## config.mk

```make
export PLATFORM = sky130hd
export DESIGN_NAME = alu_seq
export DESIGN_NICKNAME = d
export VERILOG_FILES = /design/src/rtl/alu_pkg.sv /design/src/rtl/alu_comb.sv /design/src/rtl/alu_seq.sv
export SDC_FILE = /design/constraint.sdc
export NUM_CORES = 1
export LEC_CHECK = 0
export BUFFER_PORTS_ARGS = -buffer_cell sky130_fd_sc_hd__buf_2
export CORE_UTILIZATION = 45
export DETAILED_ROUTE_END_ITERATION = 7
export PLACE_DENSITY = 0.6
export SLEW_MARGIN = 20
export SYNTH_ARGS = -nofsm -noshare
export SYNTH_HDL_FRONTEND = slang
export SYNTH_SLANG_ARGS = --single-unit
```

## constraint.sdc

```tcl
create_clock -name CLK -period 6.7 [get_ports CLK]
set_input_delay 1.675 -clock CLK [delete_from_list [all_inputs] [get_ports CLK]]
set_output_delay 1.675 -clock CLK [all_outputs]
set_load 0.05 [all_outputs]
```

## src/rtl/alu_pkg.sv

```systemverilog
// Shared opcodes, FSM state encoding and default widths for the sequential ALU.
package alu_pkg;

    localparam int WIDTH_DEF = 8;
    localparam int ADDRW_DEF = 3;

    localparam logic [2:0] OP_FWD = 3'b000;
    localparam logic [2:0] OP_ADD = 3'b001;
    localparam logic [2:0] OP_AND = 3'b010;
    localparam logic [2:0] OP_OR  = 3'b011;
    localparam logic [2:0] OP_MUL = 3'b100;
    localparam logic [2:0] OP_SHL = 3'b101;

    typedef enum logic [1:0] {
        IDLE  = 2'd0,
        MUL   = 2'd1,
        SHIFT = 2'd2
    } state_t;

endpackage

```

## src/rtl/alu_comb.sv

```systemverilog
// Single-cycle result for FORWARD/ADD/AND/OR; reserved and iterative opcodes yield zero.
module alu_comb
    import alu_pkg::*;
#(
    parameter int WIDTH = WIDTH_DEF
) (
    input  logic [2:0]       op_i,
    input  logic [WIDTH-1:0] a_i,
    input  logic [WIDTH-1:0] b_i,
    output logic [WIDTH-1:0] y_o
);

    always_comb begin
        y_o = '0;
        case (op_i)
            OP_FWD:  y_o = b_i;
            OP_ADD:  y_o = a_i + b_i;
            OP_AND:  y_o = a_i & b_i;
            OP_OR:   y_o = a_i | b_i;
            default: y_o = '0;
        endcase
    end

endmodule

```

## src/rtl/alu_seq.sv

```systemverilog
// Multi-cycle ALU: logic/add in 1 cycle, MUL in 8, SHL by k in max(k,1); result written back via WRITE_EN.
// START is only sampled in IDLE; requests arriving while BUSY are dropped, not queued.
module alu_seq
    import alu_pkg::*;
#(
    parameter int WIDTH = WIDTH_DEF,
    parameter int ADDRW = ADDRW_DEF
) (
    input  logic             CLK,
    input  logic             RESET,
    input  logic             START,
    input  logic [2:0]       SELECT,
    input  logic [WIDTH-1:0] DATA1,
    input  logic [WIDTH-1:0] DATA2,
    input  logic [ADDRW-1:0] DESTADDR,
    output logic [WIDTH-1:0] RESULT,
    output logic             ZERO,
    output logic             BUSY,
    output logic             DONE,
    output logic             WRITE_EN,
    output logic [ADDRW-1:0] WRITEADDR
);

    state_t           state_q, state_d;
    logic [WIDTH-1:0] acc_q, mcand_q, mplier_q;
    logic [2:0]       cnt_q;
    logic [WIDTH-1:0] result_q;
    logic             zero_q, busy_q, done_q;
    logic [ADDRW-1:0] waddr_q;

    logic [WIDTH-1:0] comb_y, mul_sum, fin_dat;
    logic             fin_vld;
    logic [2:0]       shamt;

    assign shamt   = DATA2[2:0];
    assign mul_sum = acc_q + (mplier_q[0] ? mcand_q : '0);

    alu_comb #(.WIDTH(WIDTH)) u_comb (
        .op_i (SELECT),
        .a_i  (DATA1),
        .b_i  (DATA2),
        .y_o  (comb_y)
    );

    always_comb begin
        state_d = state_q;
        fin_vld = 1'b0;
        fin_dat = '0;
        unique case (state_q)
            IDLE: begin
                if (START) begin
                    if (SELECT == OP_MUL) begin
                        state_d = MUL;
                    end else if (SELECT == OP_SHL && shamt > 3'd1) begin
                        state_d = SHIFT;
                    end else begin
                        fin_vld = 1'b1;
                        if (SELECT == OP_SHL)
                            fin_dat = (shamt == 3'd0) ? DATA1 : (DATA1 << 1);
                        else
                            fin_dat = comb_y;
                    end
                end
            end
            MUL: begin
                if (cnt_q == 3'd7) begin
                    fin_vld = 1'b1;
                    fin_dat = mul_sum;
                    state_d = IDLE;
                end
            end
            SHIFT: begin
                if (cnt_q == 3'd1) begin
                    fin_vld = 1'b1;
                    fin_dat = acc_q << 1;
                    state_d = IDLE;
                end
            end
            default: state_d = IDLE;
        endcase
    end

    // The accepting edge already performs the first MUL step / first shift, giving latencies 8 and k.
    always_ff @(posedge CLK or posedge RESET) begin
        if (RESET) begin
            state_q  <= IDLE;
            acc_q    <= '0;
            mcand_q  <= '0;
            mplier_q <= '0;
            cnt_q    <= 3'd0;
            result_q <= '0;
            zero_q   <= 1'b1;
            busy_q   <= 1'b0;
            done_q   <= 1'b0;
            waddr_q  <= '0;
        end else begin
            state_q <= state_d;
            busy_q  <= (state_d != IDLE);
            done_q  <= fin_vld;
            if (fin_vld) begin
                result_q <= fin_dat;
                zero_q   <= (fin_dat == '0);
            end
            case (state_q)
                IDLE: begin
                    if (START) begin
                        waddr_q  <= DESTADDR;
                        acc_q    <= (SELECT == OP_MUL) ? (DATA2[0] ? DATA1 : '0) : (DATA1 << 1);
                        mcand_q  <= DATA1 << 1;
                        mplier_q <= DATA2 >> 1;
                        cnt_q    <= (SELECT == OP_MUL) ? 3'd1 : (shamt - 3'd1);
                    end
                end
                MUL: begin
                    acc_q    <= mul_sum;
                    mcand_q  <= mcand_q << 1;
                    mplier_q <= mplier_q >> 1;
                    cnt_q    <= cnt_q + 3'd1;
                end
                SHIFT: begin
                    acc_q <= acc_q << 1;
                    cnt_q <= cnt_q - 3'd1;
                end
                default: ;
            endcase
        end
    end

    assign RESULT    = result_q;
    assign ZERO      = zero_q;
    assign BUSY      = busy_q;
    assign DONE      = done_q;
    assign WRITE_EN  = done_q;
    assign WRITEADDR = waddr_q;

endmodule

```

==> impl_metrics.py <==
metrics = {
    "run_status": {
        "status": "finished clean",
    },
    "final_layout": {
        "layout_common_cells": "40 x dfrtp_1, 39 x buf_2, 35 x o21ai_0",
        "mostFrequentLayoutCell": "dfrtp_1",
        "final_util": 0.517,
        "multi_input_area_um2": 2140,
        "syn_to_final_growth_pct": 11.6,
        "num-nets-final": 476,
        "drive_gt1_frac": 0.161,
        "antennaDiodeCount": 0,
        "seq_area_um2": 1030,
        "postLayoutCellArea_um2": 3750,
        "fill_cells": 718,
    },
    "detailed_routing": {
        "drc_errors": 0,
        "wl_per_cell_um": 16.9,
        "drtPass1Iterations": 5,
        "routed_wl_um": 8700,
        "detail-route-antenna-nets": 0,
        "drt_iter0_markers": 268,
        "via_per_inst": 5.74,
        "dr_total_vias": 2960,
    },
    "timing": {
        "rsz0062_at_grt": "no",
        "slew_headroom": 0.317,
        "setup_tns_ps": 0,
        "fin_worst_skew_ps": 8.76,
        "slew_viol_final": 0,
        "finalWorstSetupSlack_ps": 2480,
        "fmax_mhz": 237,
        "finalHoldViolations": 0,
        "setup_viol": 0,
        "period_share": 0.630,
        "min_period_ps": 4220,
        "worst_pin_slew_ps": 1020,
    },
    "floorplan": {
        "initial_core_util": 0.463,
        "rows": 31,
        "die_y_um": 88.4,
        "core_area_um2": 7250,
        "die_area_um2": 7820,
        "fp.dieW_um": 88.4,
        "io_pins": 40,
    },
    "logic_synthesis": {
        "synthTopCellsByArea": "dfrtp_1 30%, ha_1 12%, o21ai_0 5.2%",
        "synth-main-ff-cell": "dfrtp_1",
        "yosys.area.top_type": "dfrtp_1",
        "postSynthCellCount": 388,
        "yosysSeqAreaShare": 0.306,
        "synth_seq_cells": 41,
        "synth_warnings": 0,
        "synthArstFlopShare": 1.00,
        "synth_top_area_share": 0.298,
        "ys_types": 55,
        "synth_edf_count": 0,
        "syn_nets": 448,
        "avgSynthCellArea_um2": 8.66,
        "syn-cell-area_um2": 3360,
    },
    "power": {
        "cellInternalPower_w": 0.000826,
        "switchingPower_w": 0.000740,
        "pwr-share-seq": 0.290,
        "pwr_density_cell_nw_per_um2": 417,
        "clkPwrFrac": 0.161,
        "power_w": 0.00157,
        "peakVddDrop_v": 0.000139,
        "cellLeakagePower_nw": 1.74,
        "switching_share": 0.472,
        "combPwrFrac": 0.549,
    },
    "placement": {
        "io_buffers": 39,
        "postPlaceCellArea_um2": 3610,
        "pre_cts_ws_ps": 2230,
        "place_hpwl_um": 6570,
        "gp_congestion": 0.903,
    },
    "clock_tree": {
        "h-tree-depth": 2,
        "clock_latency_ps": 310,
        "clock_sinks": 41,
        "postCtsSetupBuffers": 0,
        "cts_tree": "yes",
        "cts_resized": 0,
        "cts_buffer_depth": 2,
        "cts_made_buffers": 5,
        "clk_pin_slew_ps": 90,
        "hold_buffers": 0,
        "clock-root-buffer": "clkbuf_8",
    },
    "worst_setup_path": {
        "path_cells": "buf_2 -> inv_1 -> ha_1 -> nor2b_1 -> mux2i_1 -> o22ai_1 -> a222oi_1 -> nand2_1 -> or4_1 -> o41ai_2",
        "path_class": "input pin to flip-flop",
        "cpPeakStageDelay_ps": 690,
        "critPathCaptureType": "flip-flop",
        "cp_data_required_time_ps": 6920,
        "cp_slowest_cell": "nor2b_1",
        "arrival_ps": 4440,
        "worst_setup_path_start_kind": "input pin",
        "cp_max_fo": 12,
    },
    "global_routing": {
        "grt_max_degree": 42,
        "grt_pass1_vias": 2724,
        "grtUsageTotal": 0.238,
        "grt_pass1_wl_um": 14000,
        "antenna_found_initial": 0,
        "grt.overflow.total": 0,
    },
    "min_path": {
        "hp-class": "flip-flop to flip-flop",
    },
    "job": {
        "maxCapViolCount": 0,
    },
}
sequential cells by signal, indices dropped and copies added (netlist names):
signal     count
cnt_q          3
WRITEADDR      3
mplier_q       7
BUSY           1
ZERO           1
mcand_q        7
DONE           1
state_q        2
acc_q          8
RESULT         8
logic make-up (layout without fill, tap and decap cells):
logic type / Yosys count / count (layout) / share of synthesized area
flip-flops: 41 / 41 / 0.306
AO/OA/AOI/OAI: 136 / 136 / 0.268
buffers and inverters: 50 / 79 / 0.0588
XOR/XNOR: 12 / 12 / 0.0313
multiplexers: 21 / 21 / 0.0681
adder cells (fa/ha/maj): 35 / 35 / 0.135
AND/OR/NAND/NOR: 93 / 93 / 0.134
cell usage after synthesis (all sizes together) (2+ instances only):
| cell type | instances |
|---|---|
| dfrtp | 40 |
| o21ai | 36 |
| ha | 33 |
| nand2 | 33 |
| a21oi | 29 |
| inv | 29 |
| nor2 | 22 |
| mux2i | 15 |
| clkbuf | 11 |
| buf | 10 |
| a22oi | 9 |
| a211oi | 8 |
| and2 | 8 |
| o22ai | 8 |
| xnor2 | 8 |
| a21o | 7 |
| a22o | 6 |
| a311oi | 5 |
| a32oi | 5 |
| mux2 | 5 |
| nand3 | 5 |
| a31oi | 4 |
| nand2b | 4 |
| nor2b | 4 |
| o21bai | 4 |
| or2 | 4 |
| or3 | 4 |
| xor2 | 4 |
| nor3 | 3 |
| a222oi | 2 |
| fa | 2 |
| nand3b | 2 |
| o21a | 2 |
| o2bb2ai | 2 |
| o31ai | 2 |
final timing paths:
kind,depth (start not counted),endpoint,slack [ps],startpoint
max in group asynchronous,3,acc_q[0],4830,RESET
min in group asynchronous,3,acc_q[3],1490,RESET
worst min register to register,2,mplier_q[5],490,mplier_q[5]
worst min-delay path,2,mplier_q[5],490,mplier_q[5]
worst max-delay path,10,ZERO,2480,DATA2[0]
worst max register to register,8,ZERO,3140,state_q[0]
power groups by stage:
| stage | Combinational, W | Clock (W) | Sequential [W] |
|---|---|---|---|
| floorplan | 0.000538 | 0 | 0.000578 |
| global placement | 0.000856 | 0 | 0.000456 |
| detailed placement | 0.000863 | 0 | 0.000460 |
| CTS | 0.000865 | 0.000257 | 0.000455 |
| global route | 0.000951 | 0.000267 | 0.000474 |
| finish | 0.000859 | 0.000252 | 0.000454 |
stage by stage:
step / std cells / hold slack [ps]
after floorplan: 388 / 450
after global placement: 508 / 464
after detailed placement: 508 / 470
after CTS: 516 / 492
after global routing: 516 / 511
final: 516 / 487
worst max-delay path: cells and delay by family:
family / cells / cell delay (ps)
compound gates: 3 / 810
mux: 1 / 260
buf+inv: 2 / 330
fa+ha+maj: 1 / 160
simple gates: 3 / 1200
area by class of cell:
| class | count | area share |
|---|---|---|
| clock inverters | 3 | 0.0183 |
| clock buffers | 5 | 0.0183 |
| multi-input cells | 297 | 0.569 |
| inverters | 29 | 0.0290 |
| flip-flops and latches | 41 | 0.274 |
| repair buffers | 42 | 0.0580 |
| well taps | 99 | 0.0330 |
layer usage:
| layer | vias to the layer above | share of wire | global-route usage |
|---|---|---|---|
| met5 | - | 0 | 0 |
| met4 | 0 | 0.014 | 0.0601 |
| met3 | 19 | 0.057 | 0.0326 |
| met2 | 107 | 0.47 | 0.399 |
| met1 | 1379 | 0.46 | 0.323 |
| li1 | 1455 | - | - |
No activity file was read; power rests on OpenSTA's default activity.
